==> src/rtl/pipeline_run_pkg.sv <==
// Shared encodings for the pipeline run/step/halt sequencer: FSM states,
// host command opcodes, halt causes and the default halt instruction opcode.
package pipeline_run_pkg;

   typedef enum logic [2:0] {
      ST_IDLE   = 3'd0,
      ST_RUN    = 3'd1,
      ST_STEP   = 3'd2,
      ST_DRAIN  = 3'd3,
      ST_HALTED = 3'd4
   } run_state_t;

   localparam logic [1:0] OP_NONE = 2'b00;
   localparam logic [1:0] OP_RUN  = 2'b01;
   localparam logic [1:0] OP_STEP = 2'b10;
   localparam logic [1:0] OP_HALT = 2'b11;

   localparam logic [1:0] CAUSE_NONE      = 2'd0;
   localparam logic [1:0] CAUSE_CMD       = 2'd1;
   localparam logic [1:0] CAUSE_BP        = 2'd2;
   localparam logic [1:0] CAUSE_HALT_INSN = 2'd3;

   localparam logic [5:0] DEFAULT_HALT_OPCODE = 6'h3F;

endpackage

==> src/rtl/sat_counter.sv <==
// Up-counter with enable and synchronous clear that holds at all-ones
// instead of wrapping.
module sat_counter #(
   parameter int WIDTH = 32
) (
   input  logic             clk,
   input  logic             reset,
   input  logic             en,
   output logic [WIDTH-1:0] count
);

   always_ff @(posedge clk) begin
      if (reset)
         count <= '0;
      else if (en && (count != '1))
         count <= count + WIDTH'(1);
   end

endmodule

==> src/rtl/pipeline_run_control.sv <==
// Run/step/halt sequencer producing the global enable for the 5-stage MIPS
// pipeline; halts on host command, PC breakpoint or a halt opcode in ID.
module pipeline_run_control
   import pipeline_run_pkg::*;
#(
   parameter int         CNT_WIDTH    = 32,
   parameter logic [5:0] HALT_OPCODE  = DEFAULT_HALT_OPCODE,
   parameter int         DRAIN_CYCLES = 4
) (
   input  logic                 clk,
   input  logic                 reset,
   input  logic                 cmd_valid,
   input  logic [1:0]           cmd_op,
   output logic                 cmd_ready,
   input  logic                 bp_enable,
   input  logic [31:0]          bp_addr,
   input  logic [31:0]          pc_IF,
   input  logic [31:0]          instruction_ID,
   output logic                 pipe_enable,
   output logic                 fetch_hold,
   output logic                 halted,
   output logic [1:0]           halt_cause,
   output logic                 step_done,
   output logic [2:0]           state,
   output logic [CNT_WIDTH-1:0] cycle_count
);

   localparam int DRAIN_W = (DRAIN_CYCLES > 1) ? $clog2(DRAIN_CYCLES) : 1;
   localparam logic [DRAIN_W-1:0] DRAIN_INIT = DRAIN_W'(DRAIN_CYCLES - 1);

   run_state_t         state_r, state_nxt;
   logic [DRAIN_W-1:0] drain_cnt, drain_nxt;
   logic               bp_skip, skip_nxt;
   logic [1:0]         cause_nxt;
   logic               step_done_nxt;
   logic               bp_match, halt_insn, cmd_accept;
   logic               unused_insn_bits;

   assign unused_insn_bits = ^instruction_ID[25:0];

   // The compare is combinational so the matching fetch is suppressed in the same cycle.
   assign bp_match   = bp_enable && (pc_IF == bp_addr) && !bp_skip;
   assign halt_insn  = (instruction_ID[31:26] == HALT_OPCODE);
   assign cmd_ready  = (state_r == ST_IDLE) || (state_r == ST_RUN) || (state_r == ST_HALTED);
   assign cmd_accept = cmd_valid && cmd_ready;
   assign state      = state_r;

   always_comb begin
      pipe_enable = 1'b0;
      fetch_hold  = 1'b0;
      case (state_r)
         ST_RUN:   pipe_enable = !bp_match;
         ST_STEP:  pipe_enable = 1'b1;
         ST_DRAIN: begin
            pipe_enable = 1'b1;
            fetch_hold  = 1'b1;
         end
         default:  ;
      endcase
   end

   always_comb begin
      state_nxt     = state_r;
      drain_nxt     = drain_cnt;
      cause_nxt     = halt_cause;
      skip_nxt      = bp_skip && !pipe_enable;
      step_done_nxt = 1'b0;
      case (state_r)
         ST_IDLE, ST_HALTED: begin
            if (cmd_accept) begin
               case (cmd_op)
                  OP_RUN, OP_STEP: begin
                     state_nxt = (cmd_op == OP_RUN) ? ST_RUN : ST_STEP;
                     cause_nxt = CAUSE_NONE;
                     // Resuming from a breakpoint must not re-trigger on the same PC.
                     skip_nxt  = (state_r == ST_HALTED) && (halt_cause == CAUSE_BP);
                  end
                  OP_HALT: cause_nxt = CAUSE_CMD;
                  default: ;
               endcase
            end
         end
         ST_RUN: begin
            if (bp_match) begin
               state_nxt = ST_HALTED;
               cause_nxt = CAUSE_BP;
            end else if (halt_insn) begin
               state_nxt = ST_DRAIN;
               drain_nxt = DRAIN_INIT;
            end else if (cmd_accept && (cmd_op == OP_HALT)) begin
               state_nxt = ST_HALTED;
               cause_nxt = CAUSE_CMD;
            end
         end
         ST_STEP: begin
            if (halt_insn) begin
               state_nxt = ST_DRAIN;
               drain_nxt = DRAIN_INIT;
            end else begin
               state_nxt     = ST_HALTED;
               cause_nxt     = CAUSE_CMD;
               step_done_nxt = 1'b1;
            end
         end
         ST_DRAIN: begin
            if (drain_cnt == '0) begin
               state_nxt = ST_HALTED;
               cause_nxt = CAUSE_HALT_INSN;
            end else begin
               drain_nxt = drain_cnt - DRAIN_W'(1);
            end
         end
         default: state_nxt = ST_IDLE;
      endcase
   end

   always_ff @(posedge clk) begin
      if (reset) begin
         state_r    <= ST_IDLE;
         drain_cnt  <= '0;
         bp_skip    <= 1'b0;
         halt_cause <= CAUSE_NONE;
         halted     <= 1'b0;
         step_done  <= 1'b0;
      end else begin
         state_r    <= state_nxt;
         drain_cnt  <= drain_nxt;
         bp_skip    <= skip_nxt;
         halt_cause <= cause_nxt;
         halted     <= (state_nxt == ST_HALTED);
         step_done  <= step_done_nxt;
      end
   end

   sat_counter #(
      .WIDTH (CNT_WIDTH)
   ) u_cycle_count (
      .clk   (clk),
      .reset (reset),
      .en    (pipe_enable),
      .count (cycle_count)
   );

endmodule

==> config.mk <==
export PLATFORM = sky130hd
export DESIGN_NAME = pipeline_run_control
export DESIGN_NICKNAME = d
export VERILOG_FILES = /design/src/rtl/pipeline_run_pkg.sv /design/src/rtl/sat_counter.sv /design/src/rtl/pipeline_run_control.sv
export SDC_FILE = /design/constraint.sdc
export NUM_CORES = 1
export LEC_CHECK = 0
export CAP_MARGIN = 30
export CORE_ASPECT_RATIO = 2
export CORE_MARGIN = 5
export CORE_UTILIZATION = 43
export DETAILED_ROUTE_END_ITERATION = 8
export HOLD_SLACK_MARGIN = 0.05
export PLACE_DENSITY = 0.94
export RECOVER_POWER = 100
export SLEW_MARGIN = 20
export SYNTH_ARGS = -nofsm -noshare
export SYNTH_HDL_FRONTEND = slang
export SYNTH_SLANG_ARGS = --single-unit
==> constraint.sdc <==
create_clock -name clk -period 5.1 [get_ports clk]
set_input_delay 1.53 -clock clk [delete_from_list [all_inputs] [get_ports clk]]
set_output_delay 1.53 -clock clk [all_outputs]
set_load 0.05 [all_outputs]
==> impl_results.rst, run 1 <==
.. list-table::
   :header-rows: 1

   * - Metric
     - Value
   * - Detail Route Antenna Nets
     - 0
   * - Part of the Yosys area used for sequential elements
     - 30.5%
   * - Number of CTS-inserted buffers
     - 5
   * - Combined flip-flop and latch cell area
     - 841 um^2
   * - Worst hold slack after final layout
     - 0.491 ns
   * - Number of vias per cell after detailed routing
     - 5.91
   * - Cell breakdown of the critical path
     - clkdlybuf4s50_1 > xor2_1 > nor4_2 > nand3_1 > nand4b_1 > a21oi_2 > inv_2 > buf_4
   * - Dominant combinational cell family by area after synthesis
     - simple AND/OR/NAND/NOR gates
   * - Highest Clock Rate
     - 199 MHz
   * - Post-Place Worst Slack
     - -0.0215 ns
   * - HPWL after detailed placement
     - 7140 um
   * - Max-Slew Margin vs Limit
     - 13.9%
   * - Clock tree buffer depth
     - 2
   * - Number of vias after detailed routing
     - 3,222
   * - Leading cell type in the layout, fill and taps excluded
     - sky130_fd_sc_hd__clkdlybuf4s50_1
   * - Setup repair after global routing missed its margin
     - false
   * - Synthesized netlist net count
     - 455
   * - Root Driver
     - sky130_fd_sc_hd__clkbuf_16
   * - Port bufs
     - 117
   * - Sum of routed wire length over all layers
     - 9030 um
   * - Worst skew pair latency
     - 0.28 ns
   * - Standard-cell rows
     - 41
   * - Non-filler instance count after layout
     - 545
   * - Total number of yosys warnings
     - 0
   * - Critical setup path kind
     - primary input to output port
   * - Number of max-slew violations in the final report
     - 0
   * - CP max FO
     - 5
   * - Simple-Gate Fraction of Synth Area
     - 33.3%
   * - Htree depth
     - 2
   * - Layout Area Growth over Synthesis
     - 50.9%
   * - Overflow left after global routing
     - 0
   * - Number of diodes
     - 0
   * - Placeable Area
     - 6260 um^2
   * - Count of final setup violators
     - 0
   * - Launching element type of the critical path
     - primary input
   * - Post-synth top flop
     - sky130_fd_sc_hd__dfxtp_1
   * - Parity-gate share of the synthesized area counting xor and xnor cells
     - 9.21%
   * - Fraction of layout cells with a size suffix above 1
     - 6.97%
   * - Reg clk slew, reported paths
     - 0.06 ns
   * - Die extent in x
     - 66.6 um
   * - Crit path max-delay cell type
     - sky130_fd_sc_hd__clkdlybuf4s50_1
   * - Endpoints failing hold
     - 0
   * - Minimum setup slack in the final design
     - 0.0747 ns
   * - Global Route Usage Sum
     - 22.5%
   * - Max IR drop VDD
     - 0.146 mV
   * - Initial antenna violation count
     - 0
   * - Boundary pin count
     - 144
   * - Chip height
     - 123 um
   * - CTS tree
     - built
   * - Wire length of the first global-routing pass
     - 14,500 um
   * - Power Dens Cells
     - 208 nW/um^2
   * - Data arrival time of the critical path
     - 3.50 ns
   * - Post-route minimum period
     - 5.03 ns
   * - Vias in the first global route
     - 3,268
   * - Commonest cells after routing, fill and taps aside
     - sky130_fd_sc_hd__clkdlybuf4s50_1 (75), sky130_fd_sc_hd__dfxtp_1 (42), sky130_fd_sc_hd__dlygate4sd3_1 (41)
   * - Flip-flop and latch count after synthesis
     - 42
   * - Drt first-iter violations
     - 154
   * - Netlist area before placement
     - 2760 um^2
   * - EDFF count, synth
     - 0
   * - Cell family contributing the most delay on the critical path
     - simple AND/OR/NAND/NOR gates
   * - Run status
     - finished, final reports clean
   * - Placed Instances
     - 536
   * - Final Wtd Congestion
     - 0.883
   * - Number of maximum-capacitance violations
     - 0
   * - Endpoint class of the critical path
     - output port
   * - Clock sink count
     - 42
   * - Number of detailed-routing iterations run before antenna repair
     - 5
   * - Leakage power of the design
     - 1.53 nW
   * - Total Die Area
     - 8210 um^2
   * - Proportion of register bits with asynchronous set or reset after synthesis
     - 0%
   * - Number of filler cells placed in the layout
     - 518
   * - Setup TNS after final layout
     - 0 ns
   * - Pin slew with the least headroom to its limit
     - 1.29 ns
   * - Share of the clock period used by the worst path after layout
     - 98.5%
   * - Number of remaining DRC errors
     - 0
   * - Number of unique standard cell types used by synthesis
     - 48
   * - Fraction of the mapped netlist area in adder cells
     - 1.82%
   * - Final layout net count
     - 564
   * - Initial Util
     - 44.0%
   * - Layout Skew
     - 0.00559 ns
   * - Hold Path Class
     - flop to flop
   * - Maximum number of pins on one net before global-route repair
     - 35
   * - Endpoint required time on the critical path
     - 3.57 ns
   * - Average routed wire per standard cell
     - 16.6 um
   * - Multi-input logic area
     - 1790 um^2
   * - Compound-Gate Fraction of Synth Area
     - 17.4%
   * - Multiplexer share of the synthesized area
     - 2.86%
   * - Post-Synthesis Mean Instance Area
     - 7.90 um^2
   * - Buffer and inverter count on the worst path
     - 3
   * - Instance count of the mapped netlist
     - 349
   * - Delay of the slowest cell on the worst path
     - 0.44 ns
-- sequential cells by signal, indices dropped and copies added (netlist names) --
name / flops
step_done: 1
halt_cause: 2
state: 3
bp_skip: 1
halted: 1
drain_cnt: 2
u_cycle_count.count: 32
-- synthesized netlist by cell type, types with 3 or more instances --
cell                        n  area [um^2]
sky130_fd_sc_hd__dfxtp_1   42          841
sky130_fd_sc_hd__a21oi_1   30          150
sky130_fd_sc_hd__nand3_1   25          125
sky130_fd_sc_hd__nor2_1    24         90.1
sky130_fd_sc_hd__o31ai_1   21          158
sky130_fd_sc_hd__nand2_1   17         63.8
sky130_fd_sc_hd__or4_1     17          128
sky130_fd_sc_hd__xor2_1    15          131
sky130_fd_sc_hd__nand4_1   14         87.6
sky130_fd_sc_hd__xnor2_1   14          123
sky130_fd_sc_hd__clkbuf_1  13         48.8
sky130_fd_sc_hd__nor3_1    10         50.1
sky130_fd_sc_hd__inv_1      9         33.8
sky130_fd_sc_hd__o21ai_0    9         45.0
sky130_fd_sc_hd__and3_1     7         43.8
sky130_fd_sc_hd__buf_2      7         35.0
sky130_fd_sc_hd__nor2b_1    7         43.8
sky130_fd_sc_hd__nor4_1     7         43.8
sky130_fd_sc_hd__and2_1     6         37.5
sky130_fd_sc_hd__mux2_2     6         67.6
sky130_fd_sc_hd__nand2b_1   6         37.5
sky130_fd_sc_hd__or3_1      6         37.5
sky130_fd_sc_hd__ha_1       4         50.1
sky130_fd_sc_hd__or2_2      3         18.8
-- power breakdown --
| part | switching, mW | internal [mW] |
|---|---|---|
| sequential | 0.00666 | 0.333 |
| clock | 0.128 | 0.231 |
| combinational | 0.0789 | 0.0862 |
-- final timing paths --
check                                               end  depth (start not counted)  slack [ns]        start
worst max-delay path                        pipe_enable                          8        0.07  bp_addr[20]
worst min-delay path                            bp_skip                          2        0.49      bp_skip
worst max register to register  u_cycle_count.count[31]                          8        2.02      bp_skip
worst min register to register                  bp_skip                          2        0.49      bp_skip
-- worst reg2reg max path, stage by stage, from the launching register on --
cell and delay [ns]:
sky130_fd_sc_hd__dfxtp_1 0.32, sky130_fd_sc_hd__nand2b_1 0.14, sky130_fd_sc_hd__a2111o_1 0.38, sky130_fd_sc_hd__nor4_4 0.19
sky130_fd_sc_hd__nand4b_1 0.20, sky130_fd_sc_hd__a21oi_2 0.23, sky130_fd_sc_hd__clkbuf_1 0.97, sky130_fd_sc_hd__nor4_1 0.20
sky130_fd_sc_hd__mux2_2 0.33
-- layout make-up --
class	count	area share, %
clock buffers	6	3.10
clock inverters	2	0.902
inverters	10	0.902
multi-input cells	275	43.1
flip-flops and latches	42	20.2
well taps	86	2.59
repair buffers	124	29.2
-- cells by family (layout without fill, tap and decap cells) --
kind of cell,count (synthesis),count (layout)
and+or+nand+nor,160,160
AOI/OAI and AO/OA,75,75
DFF,42,42
buffers and inverters,32,142
xor gates and xnor gates,29,29
muxes,7,7
adders and majority gates,4,4
-- metrics by stage --
step                power (mW)  cell area [um^2]  util (%)
finish                   0.864              4160      66.5
global route             0.890              4160      66.5
CTS                      0.865              4160      66.4
detailed placement       0.511              3980      63.7
global placement         0.505              3980      63.7
floorplan                0.422              2760         -
-- what timing repair did --
item	in CTS	in global routing
hold buffers	0	0
setup endpoints to repair	1	1
resized for setup	0	2
gates cloned	0	0
pin swaps	1	0
setup buffers	1	0
-- routing by layer --
layer,GRT usage [%],up-vias,part of all wire [%]
met4,11.2,0,4.4
li1,-,1508,-
met3,4.18,30,8.4
met2,44.2,179,56
met5,0,-,0
met1,21.1,1505,31
Power figures use the tool's default switching activity.
==> inputs of run 2 (changes only) <==
--- a/config.mk
+++ b/config.mk
@@ -6,8 +6,8 @@
 export NUM_CORES = 1
 export LEC_CHECK = 0
 export CAP_MARGIN = 30
-export CORE_ASPECT_RATIO = 2
-export CORE_MARGIN = 5
+export CORE_ASPECT_RATIO = 0.8
+export CORE_MARGIN = 2
 export CORE_UTILIZATION = 43
 export DETAILED_ROUTE_END_ITERATION = 8
 export HOLD_SLACK_MARGIN = 0.05
==> run 2 against run 1 <==
Global-route usage up 1.4 points. Non-clock buffer count rose by 2. Sequential share of layout area increased by 0.37 points. Worst hold slack got worse by 0.0038 ns. Via count down 3.6%. Register-to-register slack barely moved. Utilization is 1.4 points lower.
==> impl_results.rst, run 2 (synthesis results as in run 1) <==
.. list-table::
   :header-rows: 1

   * - Metric
     - Value
   * - Htree depth
     - 2
   * - Worst hold slack after final layout
     - 0.487 ns
   * - Reg clk slew, reported paths
     - 0.08 ns
   * - Run status
     - finished, final reports clean
   * - Placeable Area
     - 6280 um^2
   * - Overflow left after global routing
     - 0
   * - Clock sink count
     - 42
   * - Buffer and inverter count on the worst path
     - 3
   * - Endpoint required time on the critical path
     - 3.57 ns
   * - Drt first-iter violations
     - 192
   * - Total Die Area
     - 7070 um^2
   * - Combined flip-flop and latch cell area
     - 841 um^2
   * - Number of vias per cell after detailed routing
     - 5.70
   * - Crit path max-delay cell type
     - sky130_fd_sc_hd__clkdlybuf4s50_1
   * - Endpoint class of the critical path
     - output port
   * - Post-route minimum period
     - 4.96 ns
   * - Endpoints failing hold
     - 0
   * - Setup TNS after final layout
     - 0 ns
   * - Critical setup path kind
     - primary input to output port
   * - Final layout net count
     - 566
   * - Number of remaining DRC errors
     - 0
   * - Number of detailed-routing iterations run before antenna repair
     - 5
   * - Worst skew pair latency
     - 0.31 ns
   * - Power Dens Cells
     - 179 nW/um^2
   * - Share of the clock period used by the worst path after layout
     - 97.3%
   * - Cell breakdown of the critical path
     - clkdlybuf4s50_1 > nor2b_1 > a2111o_1 > nor4_2 > nand4b_1 > a21oi_2 > inv_2 > buf_4
   * - Initial Util
     - 43.9%
   * - Commonest cells after routing, fill and taps aside
     - sky130_fd_sc_hd__clkdlybuf4s50_1 (74), sky130_fd_sc_hd__dfxtp_1 (42), sky130_fd_sc_hd__dlygate4sd3_1 (42)
   * - Initial antenna violation count
     - 0
   * - Number of diodes
     - 0
   * - Count of final setup violators
     - 0
   * - Max-Slew Margin vs Limit
     - 12.2%
   * - Leading cell type in the layout, fill and taps excluded
     - sky130_fd_sc_hd__clkdlybuf4s50_1
   * - Die extent in x
     - 93.5 um
   * - Leakage power of the design
     - 1.50 nW
   * - Register bank with the most flops
     - u_cycle_count.count
   * - Wire length of the first global-routing pass
     - 13,400 um
   * - Number of max-slew violations in the final report
     - 0
   * - Final Wtd Congestion
     - 0.878
   * - CP max FO
     - 5
   * - Max FFs per register
     - 32
   * - Layout Skew
     - 0.00756 ns
   * - Max IR drop VDD
     - 0.177 mV
   * - Clock tree buffer depth
     - 2
   * - Boundary pin count
     - 144
   * - Fraction of layout cells with a size suffix above 1
     - 6.94%
   * - Number of vias after detailed routing
     - 3,107
   * - Pin slew with the least headroom to its limit
     - 1.32 ns
   * - Launching element type of the critical path
     - primary input
   * - Root Driver
     - sky130_fd_sc_hd__clkbuf_8
   * - Global Route Usage Sum
     - 23.9%
   * - Detail Route Antenna Nets
     - 0
   * - Average routed wire per standard cell
     - 15.6 um
   * - Number of maximum-capacitance violations
     - 0
   * - Standard-cell rows
     - 26
   * - Hold Path Class
     - flop to flop
   * - Data arrival time of the critical path
     - 3.43 ns
   * - Number of gates given a new drive strength after cts
     - 0
   * - Multi-input logic area
     - 1780 um^2
   * - Port bufs
     - 117
   * - Number of filler cells placed in the layout
     - 523
   * - Setup repair after global routing missed its margin
     - false
   * - Delay of the slowest cell on the worst path
     - 0.44 ns
   * - Vias in the first global route
     - 2,879
   * - Hold_buf cts
     - 0
   * - Cell family contributing the most delay on the critical path
     - buffers and inverters
   * - Number of CTS-inserted buffers
     - 5
   * - Chip height
     - 75.6 um
   * - Sum of routed wire length over all layers
     - 8520 um
   * - Post-CTS Setup Inserts
     - 0
   * - CTS tree
     - built
   * - Highest Clock Rate
     - 202 MHz
   * - Maximum number of pins on one net before global-route repair
     - 35
   * - HPWL after detailed placement
     - 6550 um
   * - Layout Area Growth over Synthesis
     - 48.3%
==> run 2: metal layers <==
layer	part of all wire (%)	global-route usage [%]	vias up	routed length, um
met5	0	0	-	0
met4	2.1	6.70	0	182
met3	7.2	6.53	23	615
met2	50	43.4	129	4270
met1	40	28.2	1445	3450
li1	-	-	1510	-
==> run 2: path summary, 6_finish.rpt <==
| path | start | endpoint | slack (ns) | cells after the start |
|---|---|---|---|---|
| setup / recovery | bp_addr[0] | pipe_enable | 0.14 | 8 |
| hold / removal | bp_skip | bp_skip | 0.49 | 2 |
| setup reg to reg | bp_skip | u_cycle_count.count[31] | 2.01 | 8 |
| hold reg to reg | bp_skip | bp_skip | 0.49 | 2 |
==> run 2: final cells by class <==
type | count | area share, %
flip-flops and latches | 42 | 20.6
multi-input cells | 275 | 43.5
inverters | 10 | 0.919
clock buffers | 7 | 2.11
repair buffers | 126 | 30.2
clock inverters | 1 | 0.122
well taps | 84 | 2.57
==> run 2: power breakdown <==
group,total (mW),internal (mW),switching (mW)
Combinational,0.163,0.0871,0.0760
Sequential,0.339,0.332,0.00642
Clock,0.228,0.109,0.119
Total,0.730,0.529,0.202
==> run 2: worst reg2reg max path, cell delays in order (launching register included) <==
cell                       delay [ns]
sky130_fd_sc_hd__dfxtp_1         0.32
sky130_fd_sc_hd__nand2b_1        0.14
sky130_fd_sc_hd__a2111o_1        0.36
sky130_fd_sc_hd__nor4_2          0.20
sky130_fd_sc_hd__nand4b_1        0.20
sky130_fd_sc_hd__a21oi_2         0.24
sky130_fd_sc_hd__clkbuf_1        0.99
sky130_fd_sc_hd__nor4_1          0.21
sky130_fd_sc_hd__mux2_2          0.33
==> run 2: per-stage QoR <==
stage / std cells / area, um^2 / power, mW / util [%] / setup WS (ns)
2_1_floorplan: 349 / 2760 / 0.422 / - / 0.721
3_3_place_gp: 536 / 4000 / 0.504 / 63.7 / 0.192
3_5_place_dp: 537 / 4010 / 0.511 / 63.9 / 0.164
4_1_cts: 545 / 4100 / 0.735 / 65.3 / 0.150
5_1_grt: 545 / 4090 / 0.756 / 65.1 / 0.0153
6_report: 545 / 4090 / 0.730 / 65.1 / 0.140
